===== config.mk =====
export PLATFORM = sky130hd
export DESIGN_NAME = rv32i_ctrl_fsm_flat
export DESIGN_NICKNAME = d
export VERILOG_FILES = /design/src/rtl/rv32i_pkg.sv /design/src/rtl/rv32i_ctrl_fsm_if.sv /design/src/rtl/rv32i_opclass_dec.sv /design/src/rtl/rv32i_ctrl_fsm.sv /design/src/flat_wrapper.sv
export SDC_FILE = /design/constraint.sdc
export NUM_CORES = 1
export LEC_CHECK = 0
export CAP_MARGIN = 20
export CORE_UTILIZATION = 40
export CTS_CLUSTER_DIAMETER = 100
export CTS_CLUSTER_SIZE = 24
export DETAILED_ROUTE_END_ITERATION = 8
export GPL_TIMING_DRIVEN = 0
export PLACE_DENSITY = 0.75
export SYNTH_ARGS = -nofsm -noshare
export SYNTH_HDL_FRONTEND = slang
export SYNTH_SLANG_ARGS = --single-unit

===== constraint.sdc =====
create_clock -name clk -period 2 [get_ports clk]
set_input_delay 0.5 -clock clk [delete_from_list [all_inputs] [get_ports clk]]
set_output_delay 0.5 -clock clk [all_outputs]
set_load 0.05 [all_outputs]

===== src/rtl/rv32i_pkg.sv =====
// rtl/rv32i_pkg.sv - shared opcode, state and control-encoding definitions for the RV32I control sequencer
package rv32i_pkg;

    // Base opcodes (IR[6:0]); also consumed by the immediate generator.
    localparam logic [6:0] OPC_LUI    = 7'b0110111;
    localparam logic [6:0] OPC_AUIPC  = 7'b0010111;
    localparam logic [6:0] OPC_JAL    = 7'b1101111;
    localparam logic [6:0] OPC_JALR   = 7'b1100111;
    localparam logic [6:0] OPC_BRANCH = 7'b1100011;
    localparam logic [6:0] OPC_LOAD   = 7'b0000011;
    localparam logic [6:0] OPC_STORE  = 7'b0100011;
    localparam logic [6:0] OPC_OPIMM  = 7'b0010011;
    localparam logic [6:0] OPC_OP     = 7'b0110011;
    localparam logic [6:0] OPC_FENCE  = 7'b0001111;
    localparam logic [6:0] OPC_SYSTEM = 7'b1110011;

    typedef enum logic [2:0] {
        ST_FETCH,
        ST_DECODE,
        ST_EXEC,
        ST_MEM,
        ST_WB,
        ST_TRAP
    } state_t;

    typedef enum logic [3:0] {
        CL_LUI,
        CL_AUIPC,
        CL_JAL,
        CL_JALR,
        CL_BRANCH,
        CL_LOAD,
        CL_STORE,
        CL_OPIMM,
        CL_OP,
        CL_FENCE,
        CL_SYSTEM,
        CL_ILLEGAL
    } opclass_t;

    localparam logic [1:0] PC_PLUS4   = 2'd0;
    localparam logic [1:0] PC_IMM     = 2'd1;
    localparam logic [1:0] PC_ALU     = 2'd2;

    localparam logic [1:0] WB_ALU     = 2'd0;
    localparam logic [1:0] WB_LOAD    = 2'd1;
    localparam logic [1:0] WB_PC4     = 2'd2;
    localparam logic [1:0] WB_IMM     = 2'd3;

    localparam logic [1:0] ALU_ADD    = 2'd0;
    localparam logic [1:0] ALU_RTYPE  = 2'd1;
    localparam logic [1:0] ALU_ITYPE  = 2'd2;
    localparam logic [1:0] ALU_CMP    = 2'd3;

    localparam logic [1:0] CAUSE_NONE    = 2'd0;
    localparam logic [1:0] CAUSE_ILLEGAL = 2'd1;
    localparam logic [1:0] CAUSE_ECALL   = 2'd2;
    localparam logic [1:0] CAUSE_TIMEOUT = 2'd3;

endpackage


===== src/rtl/rv32i_ctrl_fsm_if.sv =====
// rtl/rv32i_ctrl_fsm_if.sv - handshake and datapath-control bundle between the sequencer and the core
// master: the control sequencer (drives requests, strobes, selects, trap status)
// slave:  the datapath / memories (drive ready, IR fields, branch result)
interface rv32i_ctrl_fsm_if;
    logic       imem_req;
    logic       imem_ready;
    logic [6:0] ir_opcode;
    logic [2:0] ir_funct3;
    logic       ir_sys_zero;
    logic       branch_taken;
    logic       dmem_req;
    logic       dmem_we;
    logic       dmem_ready;
    logic       ir_we;
    logic       pc_we;
    logic [1:0] pc_sel;
    logic       alu_a_sel;
    logic       alu_b_sel;
    logic [1:0] alu_mode;
    logic       rf_we;
    logic [1:0] wb_sel;
    logic       retire;
    logic       trap;
    logic [1:0] trap_cause;

    modport master (
        input  imem_ready, ir_opcode, ir_funct3, ir_sys_zero, branch_taken, dmem_ready,
        output imem_req, dmem_req, dmem_we, ir_we, pc_we, pc_sel, alu_a_sel, alu_b_sel,
               alu_mode, rf_we, wb_sel, retire, trap, trap_cause
    );

    modport slave (
        output imem_ready, ir_opcode, ir_funct3, ir_sys_zero, branch_taken, dmem_ready,
        input  imem_req, dmem_req, dmem_we, ir_we, pc_we, pc_sel, alu_a_sel, alu_b_sel,
               alu_mode, rf_we, wb_sel, retire, trap, trap_cause
    );
endinterface


===== src/rtl/rv32i_opclass_dec.sv =====
// rtl/rv32i_opclass_dec.sv - combinational opcode to instruction-class decoder
// opcode in  7  IR[6:0]
// cls    out    instruction class
// legal  out 1  opcode is one of the RV32I base opcodes (SYSTEM counts as legal)
module rv32i_opclass_dec
    import rv32i_pkg::*;
(
    input  logic [6:0] opcode,
    output opclass_t   cls,
    output logic       legal
);

    always_comb begin
        legal = 1'b1;
        cls   = CL_ILLEGAL;
        unique case (opcode)
            OPC_LUI:    cls = CL_LUI;
            OPC_AUIPC:  cls = CL_AUIPC;
            OPC_JAL:    cls = CL_JAL;
            OPC_JALR:   cls = CL_JALR;
            OPC_BRANCH: cls = CL_BRANCH;
            OPC_LOAD:   cls = CL_LOAD;
            OPC_STORE:  cls = CL_STORE;
            OPC_OPIMM:  cls = CL_OPIMM;
            OPC_OP:     cls = CL_OP;
            OPC_FENCE:  cls = CL_FENCE;
            OPC_SYSTEM: cls = CL_SYSTEM;
            default: begin
                cls   = CL_ILLEGAL;
                legal = 1'b0;
            end
        endcase
    end

endmodule


===== src/rtl/rv32i_ctrl_fsm.sv =====
// rtl/rv32i_ctrl_fsm.sv - multi-cycle RV32I control sequencer (fetch/decode/exec/mem/wb/trap)
// clk, rst  core clock, synchronous active-high reset
// bus       master side of rv32i_ctrl_fsm_if: imem/dmem handshakes, IR fields,
//           datapath strobes and selects, retire pulse and trap status
module rv32i_ctrl_fsm
    import rv32i_pkg::*;
#(
    parameter int MEM_TIMEOUT = 255
) (
    input  logic               clk,
    input  logic               rst,
    rv32i_ctrl_fsm_if.master   bus
);

    localparam int TO_W  = $clog2(MEM_TIMEOUT + 1);
    // Keep at least one bit so MEM_TIMEOUT=0 (timeout disabled) still elaborates.
    localparam int CNT_W = (TO_W < 1) ? 1 : TO_W;
    localparam logic [CNT_W-1:0] TO_LIMIT = CNT_W'(MEM_TIMEOUT);

    state_t           state;
    state_t           state_nx;
    logic [CNT_W-1:0] to_cnt;
    logic             trap_q;
    logic [1:0]       cause_q;
    logic [1:0]       cause_nx;
    opclass_t         cls;
    logic             legal;
    logic             waiting;
    logic             timed_out;

    // SYSTEM is trapped as a whole, so funct3 and the ECALL/EBREAK hint
    // never influence sequencing.
    logic unused_ir_fields;
    assign unused_ir_fields = ^{bus.ir_funct3, bus.ir_sys_zero};

    rv32i_opclass_dec u_dec (
        .opcode (bus.ir_opcode),
        .cls    (cls),
        .legal  (legal)
    );

    assign waiting   = ((state == ST_FETCH) && !bus.imem_ready) ||
                       ((state == ST_MEM)   && !bus.dmem_ready);
    // A ready seen in the same cycle the limit is reached wins over the trap.
    assign timed_out = (MEM_TIMEOUT != 0) && waiting && (to_cnt == TO_LIMIT);

    always_comb begin
        state_nx = state;
        cause_nx = cause_q;
        case (state)
            ST_FETCH: begin
                if (bus.imem_ready) begin
                    state_nx = ST_DECODE;
                end else if (timed_out) begin
                    state_nx = ST_TRAP;
                    cause_nx = CAUSE_TIMEOUT;
                end
            end
            ST_DECODE: begin
                if (!legal) begin
                    state_nx = ST_TRAP;
                    cause_nx = CAUSE_ILLEGAL;
                end else if (cls == CL_SYSTEM) begin
                    state_nx = ST_TRAP;
                    cause_nx = CAUSE_ECALL;
                end else if (cls == CL_FENCE) begin
                    state_nx = ST_WB;
                end else begin
                    state_nx = ST_EXEC;
                end
            end
            ST_EXEC: begin
                if (cls == CL_BRANCH)                         state_nx = ST_FETCH;
                else if (cls == CL_LOAD || cls == CL_STORE)   state_nx = ST_MEM;
                else                                          state_nx = ST_WB;
            end
            ST_MEM: begin
                if (bus.dmem_ready) begin
                    state_nx = (cls == CL_STORE) ? ST_FETCH : ST_WB;
                end else if (timed_out) begin
                    state_nx = ST_TRAP;
                    cause_nx = CAUSE_TIMEOUT;
                end
            end
            ST_WB:   state_nx = ST_FETCH;
            ST_TRAP: state_nx = ST_TRAP;
            default: state_nx = ST_FETCH;
        endcase
    end

    always_ff @(posedge clk) begin
        if (rst) begin
            state   <= ST_FETCH;
            trap_q  <= 1'b0;
            cause_q <= CAUSE_NONE;
            to_cnt  <= '0;
        end else begin
            state   <= state_nx;
            trap_q  <= (state_nx == ST_TRAP);
            cause_q <= cause_nx;
            // Any state change clears the counter, which covers entry to FETCH and MEM.
            if (state_nx != state)
                to_cnt <= '0;
            else if (waiting && (MEM_TIMEOUT != 0))
                to_cnt <= to_cnt + CNT_W'(1);
        end
    end

    // Strobes are gated by rst so nothing is issued while reset is applied.
    always_comb begin
        bus.imem_req  = 1'b0;
        bus.ir_we     = 1'b0;
        bus.dmem_req  = 1'b0;
        bus.dmem_we   = 1'b0;
        bus.pc_we     = 1'b0;
        bus.pc_sel    = PC_PLUS4;
        bus.alu_a_sel = 1'b0;
        bus.alu_b_sel = 1'b0;
        bus.alu_mode  = ALU_ADD;
        bus.rf_we     = 1'b0;
        bus.wb_sel    = WB_ALU;
        bus.retire    = 1'b0;
        if (!rst) begin
            case (state)
                ST_FETCH: begin
                    bus.imem_req = 1'b1;
                    bus.ir_we    = bus.imem_ready;
                end
                ST_EXEC: begin
                    case (cls)
                        CL_OP:    bus.alu_mode = ALU_RTYPE;
                        CL_OPIMM: begin
                            bus.alu_mode  = ALU_ITYPE;
                            bus.alu_b_sel = 1'b1;
                        end
                        CL_LOAD, CL_STORE, CL_JALR: bus.alu_b_sel = 1'b1;
                        CL_AUIPC: begin
                            bus.alu_a_sel = 1'b1;
                            bus.alu_b_sel = 1'b1;
                        end
                        CL_BRANCH: begin
                            bus.alu_mode = ALU_CMP;
                            bus.pc_we    = 1'b1;
                            bus.pc_sel   = bus.branch_taken ? PC_IMM : PC_PLUS4;
                            bus.retire   = 1'b1;
                        end
                        default: ;
                    endcase
                end
                ST_MEM: begin
                    bus.dmem_req = 1'b1;
                    bus.dmem_we  = (cls == CL_STORE);
                    if (bus.dmem_ready && (cls == CL_STORE)) begin
                        bus.pc_we  = 1'b1;
                        bus.retire = 1'b1;
                    end
                end
                ST_WB: begin
                    bus.pc_we  = 1'b1;
                    bus.retire = 1'b1;
                    case (cls)
                        CL_OP, CL_OPIMM, CL_AUIPC: bus.rf_we = 1'b1;
                        CL_LUI: begin
                            bus.rf_we  = 1'b1;
                            bus.wb_sel = WB_IMM;
                        end
                        CL_LOAD: begin
                            bus.rf_we  = 1'b1;
                            bus.wb_sel = WB_LOAD;
                        end
                        CL_JAL: begin
                            bus.rf_we  = 1'b1;
                            bus.wb_sel = WB_PC4;
                            bus.pc_sel = PC_IMM;
                        end
                        CL_JALR: begin
                            bus.rf_we  = 1'b1;
                            bus.wb_sel = WB_PC4;
                            bus.pc_sel = PC_ALU;
                        end
                        default: ;
                    endcase
                end
                default: ;
            endcase
        end
    end

    assign bus.trap       = trap_q;
    assign bus.trap_cause = cause_q;

endmodule


===== src/flat_wrapper.sv =====
// flat-port wrapper written by rule: the top's interface ports become plain ports
module rv32i_ctrl_fsm_flat import rv32i_pkg::*;
#(
    parameter int MEM_TIMEOUT = 255
)
  (clk, rst, bus_imem_ready, bus_ir_opcode, bus_ir_funct3, bus_ir_sys_zero, bus_branch_taken, bus_dmem_ready, bus_imem_req, bus_dmem_req, bus_dmem_we, bus_ir_we, bus_pc_we, bus_pc_sel, bus_alu_a_sel, bus_alu_b_sel, bus_alu_mode, bus_rf_we, bus_wb_sel, bus_retire, bus_trap, bus_trap_cause);
  rv32i_ctrl_fsm_if bus_i ();
  input  logic clk;
  input  logic rst;
  input wire logic [$bits(bus_i.imem_ready)-1:0] bus_imem_ready;
  input wire logic [$bits(bus_i.ir_opcode)-1:0] bus_ir_opcode;
  input wire logic [$bits(bus_i.ir_funct3)-1:0] bus_ir_funct3;
  input wire logic [$bits(bus_i.ir_sys_zero)-1:0] bus_ir_sys_zero;
  input wire logic [$bits(bus_i.branch_taken)-1:0] bus_branch_taken;
  input wire logic [$bits(bus_i.dmem_ready)-1:0] bus_dmem_ready;
  output wire logic [$bits(bus_i.imem_req)-1:0] bus_imem_req;
  output wire logic [$bits(bus_i.dmem_req)-1:0] bus_dmem_req;
  output wire logic [$bits(bus_i.dmem_we)-1:0] bus_dmem_we;
  output wire logic [$bits(bus_i.ir_we)-1:0] bus_ir_we;
  output wire logic [$bits(bus_i.pc_we)-1:0] bus_pc_we;
  output wire logic [$bits(bus_i.pc_sel)-1:0] bus_pc_sel;
  output wire logic [$bits(bus_i.alu_a_sel)-1:0] bus_alu_a_sel;
  output wire logic [$bits(bus_i.alu_b_sel)-1:0] bus_alu_b_sel;
  output wire logic [$bits(bus_i.alu_mode)-1:0] bus_alu_mode;
  output wire logic [$bits(bus_i.rf_we)-1:0] bus_rf_we;
  output wire logic [$bits(bus_i.wb_sel)-1:0] bus_wb_sel;
  output wire logic [$bits(bus_i.retire)-1:0] bus_retire;
  output wire logic [$bits(bus_i.trap)-1:0] bus_trap;
  output wire logic [$bits(bus_i.trap_cause)-1:0] bus_trap_cause;
  assign bus_i.imem_ready = bus_imem_ready;
  assign bus_i.ir_opcode = bus_ir_opcode;
  assign bus_i.ir_funct3 = bus_ir_funct3;
  assign bus_i.ir_sys_zero = bus_ir_sys_zero;
  assign bus_i.branch_taken = bus_branch_taken;
  assign bus_i.dmem_ready = bus_dmem_ready;
  assign bus_imem_req = bus_i.imem_req;
  assign bus_dmem_req = bus_i.dmem_req;
  assign bus_dmem_we = bus_i.dmem_we;
  assign bus_ir_we = bus_i.ir_we;
  assign bus_pc_we = bus_i.pc_we;
  assign bus_pc_sel = bus_i.pc_sel;
  assign bus_alu_a_sel = bus_i.alu_a_sel;
  assign bus_alu_b_sel = bus_i.alu_b_sel;
  assign bus_alu_mode = bus_i.alu_mode;
  assign bus_rf_we = bus_i.rf_we;
  assign bus_wb_sel = bus_i.wb_sel;
  assign bus_retire = bus_i.retire;
  assign bus_trap = bus_i.trap;
  assign bus_trap_cause = bus_i.trap_cause;
  rv32i_ctrl_fsm #(.MEM_TIMEOUT(MEM_TIMEOUT)) u_core (.clk(clk), .rst(rst), .bus(bus_i));
endmodule

==> metrics.md <==
| Metric | Value |
|---|---|
| Layout area overhead | 111% |
| Port bufs | 29 |
| Crit path launch type | input pin |
| Highest cell delay on the worst timing path | ~0.3 ns |
| CP required | 1.50 ns |
| Layout net count | 270 |
| Status | complete, but fails checks |
| Met1 wire length | 2.80 mm |
| Drt pass-1 iters | 6 |
| Ys Warns | 0 |
| Cells after Synth | 170 |
| Top layer used by detailed routing | met4 |
| Setup slack at placement | -1.65 ns |
| Grt ovf | 0 |
| Total CTS buffers | 3 |
| Worst r2r path cells | 6 |
| Core Footprint | a little over 0.003 mm2 |
| Clk_skew | between 0.006 and 0.007 ns |
| N_diodes | 0 |
| WHS Endpoint | u_core.bus.trap_cause[1]$_SDFFE_PP0P_ |
| Via count | 2031 |
| Ys async rst share | 0% |
| Setup TNS Final | -4.67 ns |
| Vias per inst | 6.88 |
| Fmax | 395 MHz |
| Largest net degree at the start of global routing | 11 |
| Unrepaired setup endpoints after global routing | true |
| Layout cells sized above 1 | 62.2% |
| Critical path peak fanout | 3 |
| Routability cong. | approximately 0.9 |
| Peak VDD IR | 557 uV |
| CTS H-tree depth | 1 |
| Final WL | 8.14 mm |
| Remaining DRCs | 0 |
| Most common cell after layout, fill and taps aside | buf_4 |
| Period utilisation layout | 127% |
| Sinks on Clock Net | 14 |
| R2r endpoint | u_core.to_cnt[1]$_SDFFE_PP0P_ |
| CTS tree | done |
| R2r startpoint | u_core.to_cnt[1]$_SDFFE_PP0P_ |
| Hpwl dp | 2.86 mm |
| Largest cells by area after synthesis | dfxtp_1, a21oi_1, nor2_1 |
| Top cell type's share of synthesized area | 21.4% |
| First-pass GRT wire length | between 9 and 10 mm |
| Die H | ~59 um |
| Reg clk slew, reported paths | 0.08 ns |
| Initial core utilization | a little over two fifths |
| Synth unique cells | 58 |
| Met3 wire length | 960 um |
| Clock root buffer | clkbuf_4 |
| I/O pin count | 34 |
| CP cell instances | buf_12 > buf_8 > nor2b_4 > and3_4 > o211ai_1 > buf_4 > nor4b_4 > buf_6 |
| Max cap viols | 0 |
| Crit Path Class | input pin to primary output |
| Die area | between 0.003 and 0.004 mm2 |
| Leak pwr | 0.00111 uW |
| Crit path capture type | primary output |
| Die X | 59.3 um |
| Max-slew headroom | 55.6% |
| Crit path arrival time | around 2.0 ns |
| Post-Syn Area per Cell | approximately 7.7 um2 |
| Post-synth EDFFs | 0 |
| FP Rows | 20 |
| Sequential area share after synthesis | 21.4% |
| Final hold vios | 0 |
| Pwr/cell area | roughly 380 mW/mm2 |
| Min cycle time layout | 2.53 ns |
| Failing checks | setup timing |
| Hold/Removal Path Class | flip-flop to flip-flop |
| Initial antenna violation count | 0 |
| 1st-iter DRT viols | between 200 and 250 |
| Setup violations, final | 15 |
| Vias in the first global route | 1954 |
| Worst slew pin tran | between 0.6 and 0.7 ns |
| Slew Limit Fails | 0 |
| Min-delay src | u_core.bus.trap_cause[1]$_SDFFE_PP0P_ |
| Most frequent cells in the layout | buf_4, buf_6, dfxtp_1, buf_8, nor2_2 |
| GR Util All Layers | 40.2% |
| WL per Instance | 27.6 um |
| Hold buffer count at cts | 0 |
| Clock Latency Late Sink | 0.30 ns |
| Worst Hold Depth | 2 |
| Met2 wire len | between 3 and 4 mm |
| Synthesis-stage register bit count | 14 |
| Fillers | between 100 and 150 |
| Main synth FF type | dfxtp_1 |
| Final ANT Viol Nets | 0 |
| Synthesized cell area | 0.00131 mm2 |
| Synthesized Nets | 187 |
| Longest Clk Path Bufs | 2 |
| Slowest-stage cell, CP | nor4b_4 |
| Worst setup margin | -0.534 ns |
| Reg2Reg Setup Slack | -0.02 ns |
| Area leader, netlist | dfxtp_1 |
## synth_stat cells, drive strengths merged, types with 2 or more instances
| cell type | n |
|---|---|
| nand2 | 11 |
| xnor2 | 4 |
| nor4b | 3 |
| nor2b | 6 |
| nor3 | 9 |
| a41oi | 3 |
| dfxtp | 14 |
| o211ai | 2 |
| o21bai | 2 |
| nor3b | 2 |
| a21oi | 12 |
| o21ai | 3 |
| xor2 | 5 |
| nor4 | 5 |
| nand4 | 3 |
| inv | 7 |
| nor2 | 20 |
| nand3 | 3 |
| buf | 11 |
| and2 | 4 |
| and3 | 5 |
| or3 | 6 |
| nand2b | 7 |
## worst max-delay path: cells and delay by family
kind | cells | cell delay (ns)
and+or+nand+nor | 3 | 0.70
buffers and inverters | 4 | 0.65
AOI/OAI and AO/OA | 1 | 0.17
## power by group
part | internal, uW | switching (uW) | total (uW)
registers | 291 | 9.00 | 300
clock network | 70.4 | 101 | 171
logic | 252 | 316 | 567
total | 613 | 426 | 1040
## sequential cells by signal, summed over array words and instances (netlist names)
| name | flops |
|---|---|
| u_core.bus.trap | 1 |
| u_core.bus.trap_cause | 2 |
| u_core.state | 3 |
| u_core.to_cnt | 8 |
## worst max-delay path by stage
stage | start | endpoint | slack [ns] | depth (start not counted)
final | bus_ir_opcode[4] | bus_alu_mode[0] | -0.53 | 8
after CTS | bus_ir_opcode[2] | bus_retire | -0.45 | 7
after floorplan | bus_ir_opcode[3] | bus_retire | -0.47 | 5
after detailed placement | bus_ir_opcode[4] | bus_alu_a_sel | -1.65 | 7
after global placement | bus_ir_opcode[2] | bus_retire | -1.63 | 7
after global routing | bus_ir_opcode[4] | bus_alu_mode[0] | -0.56 | 8
## final cells by class
| cell class | count | area, um2 | area share (%) |
|---|---|---|---|
| inverters | 7 | 26.3 | 0.950 |
| multi-input cells | 137 | 1400 | 50.6 |
| flip-flops and latches | 14 | 284 | 10.3 |
| clock buffers | 3 | 22.5 | 0.814 |
| repair buffers | 78 | 815 | 29.4 |
| plain buffers | 12 | 164 | 5.92 |
| well taps | 44 | 55.1 | 1.99 |
## per-layer routing
metal  up-vias  global-route usage, %
met2       227                   69.2
met5         -                      0
met1       943                   44.7
met3        75                   10.9
li1        786                      -
met4         0                   21.4
## kinds of logic (layout without fill, tap and decap cells)
| logic type | Yosys count | after routing | share of synthesized area (%) |
|---|---|---|---|
| compound gates | 37 | 37 | 20.7 |
| xor+xnor | 9 | 9 | 6.01 |
| fa+ha+maj | 2 | 2 | 1.72 |
| buf+inv | 19 | 100 | 7.44 |
| flops | 14 | 14 | 21.4 |
| simple gates | 89 | 89 | 42.7 |
## what timing repair did
item	in CTS	in global routing
buffers inserted	40	7
gates resized for setup	224	23
endpoints found under the setup margin	28	15
pin swaps	29	20
gates cloned	2	0
## per-stage QoR
step,cell area [um2],util (%),total power (uW),std cells,hold WS (ns)
final,2770,89.9,1040,295,0.481
after global routing,2770,89.9,1060,295,0.491
after CTS,2600,84.6,923,288,0.478
after detailed placement,1870,60.9,628,243,0.467
after global placement,1870,60.9,621,243,0.460
after floorplan,1530,-,537,170,0.466
Power figures use the tool's default switching activity.
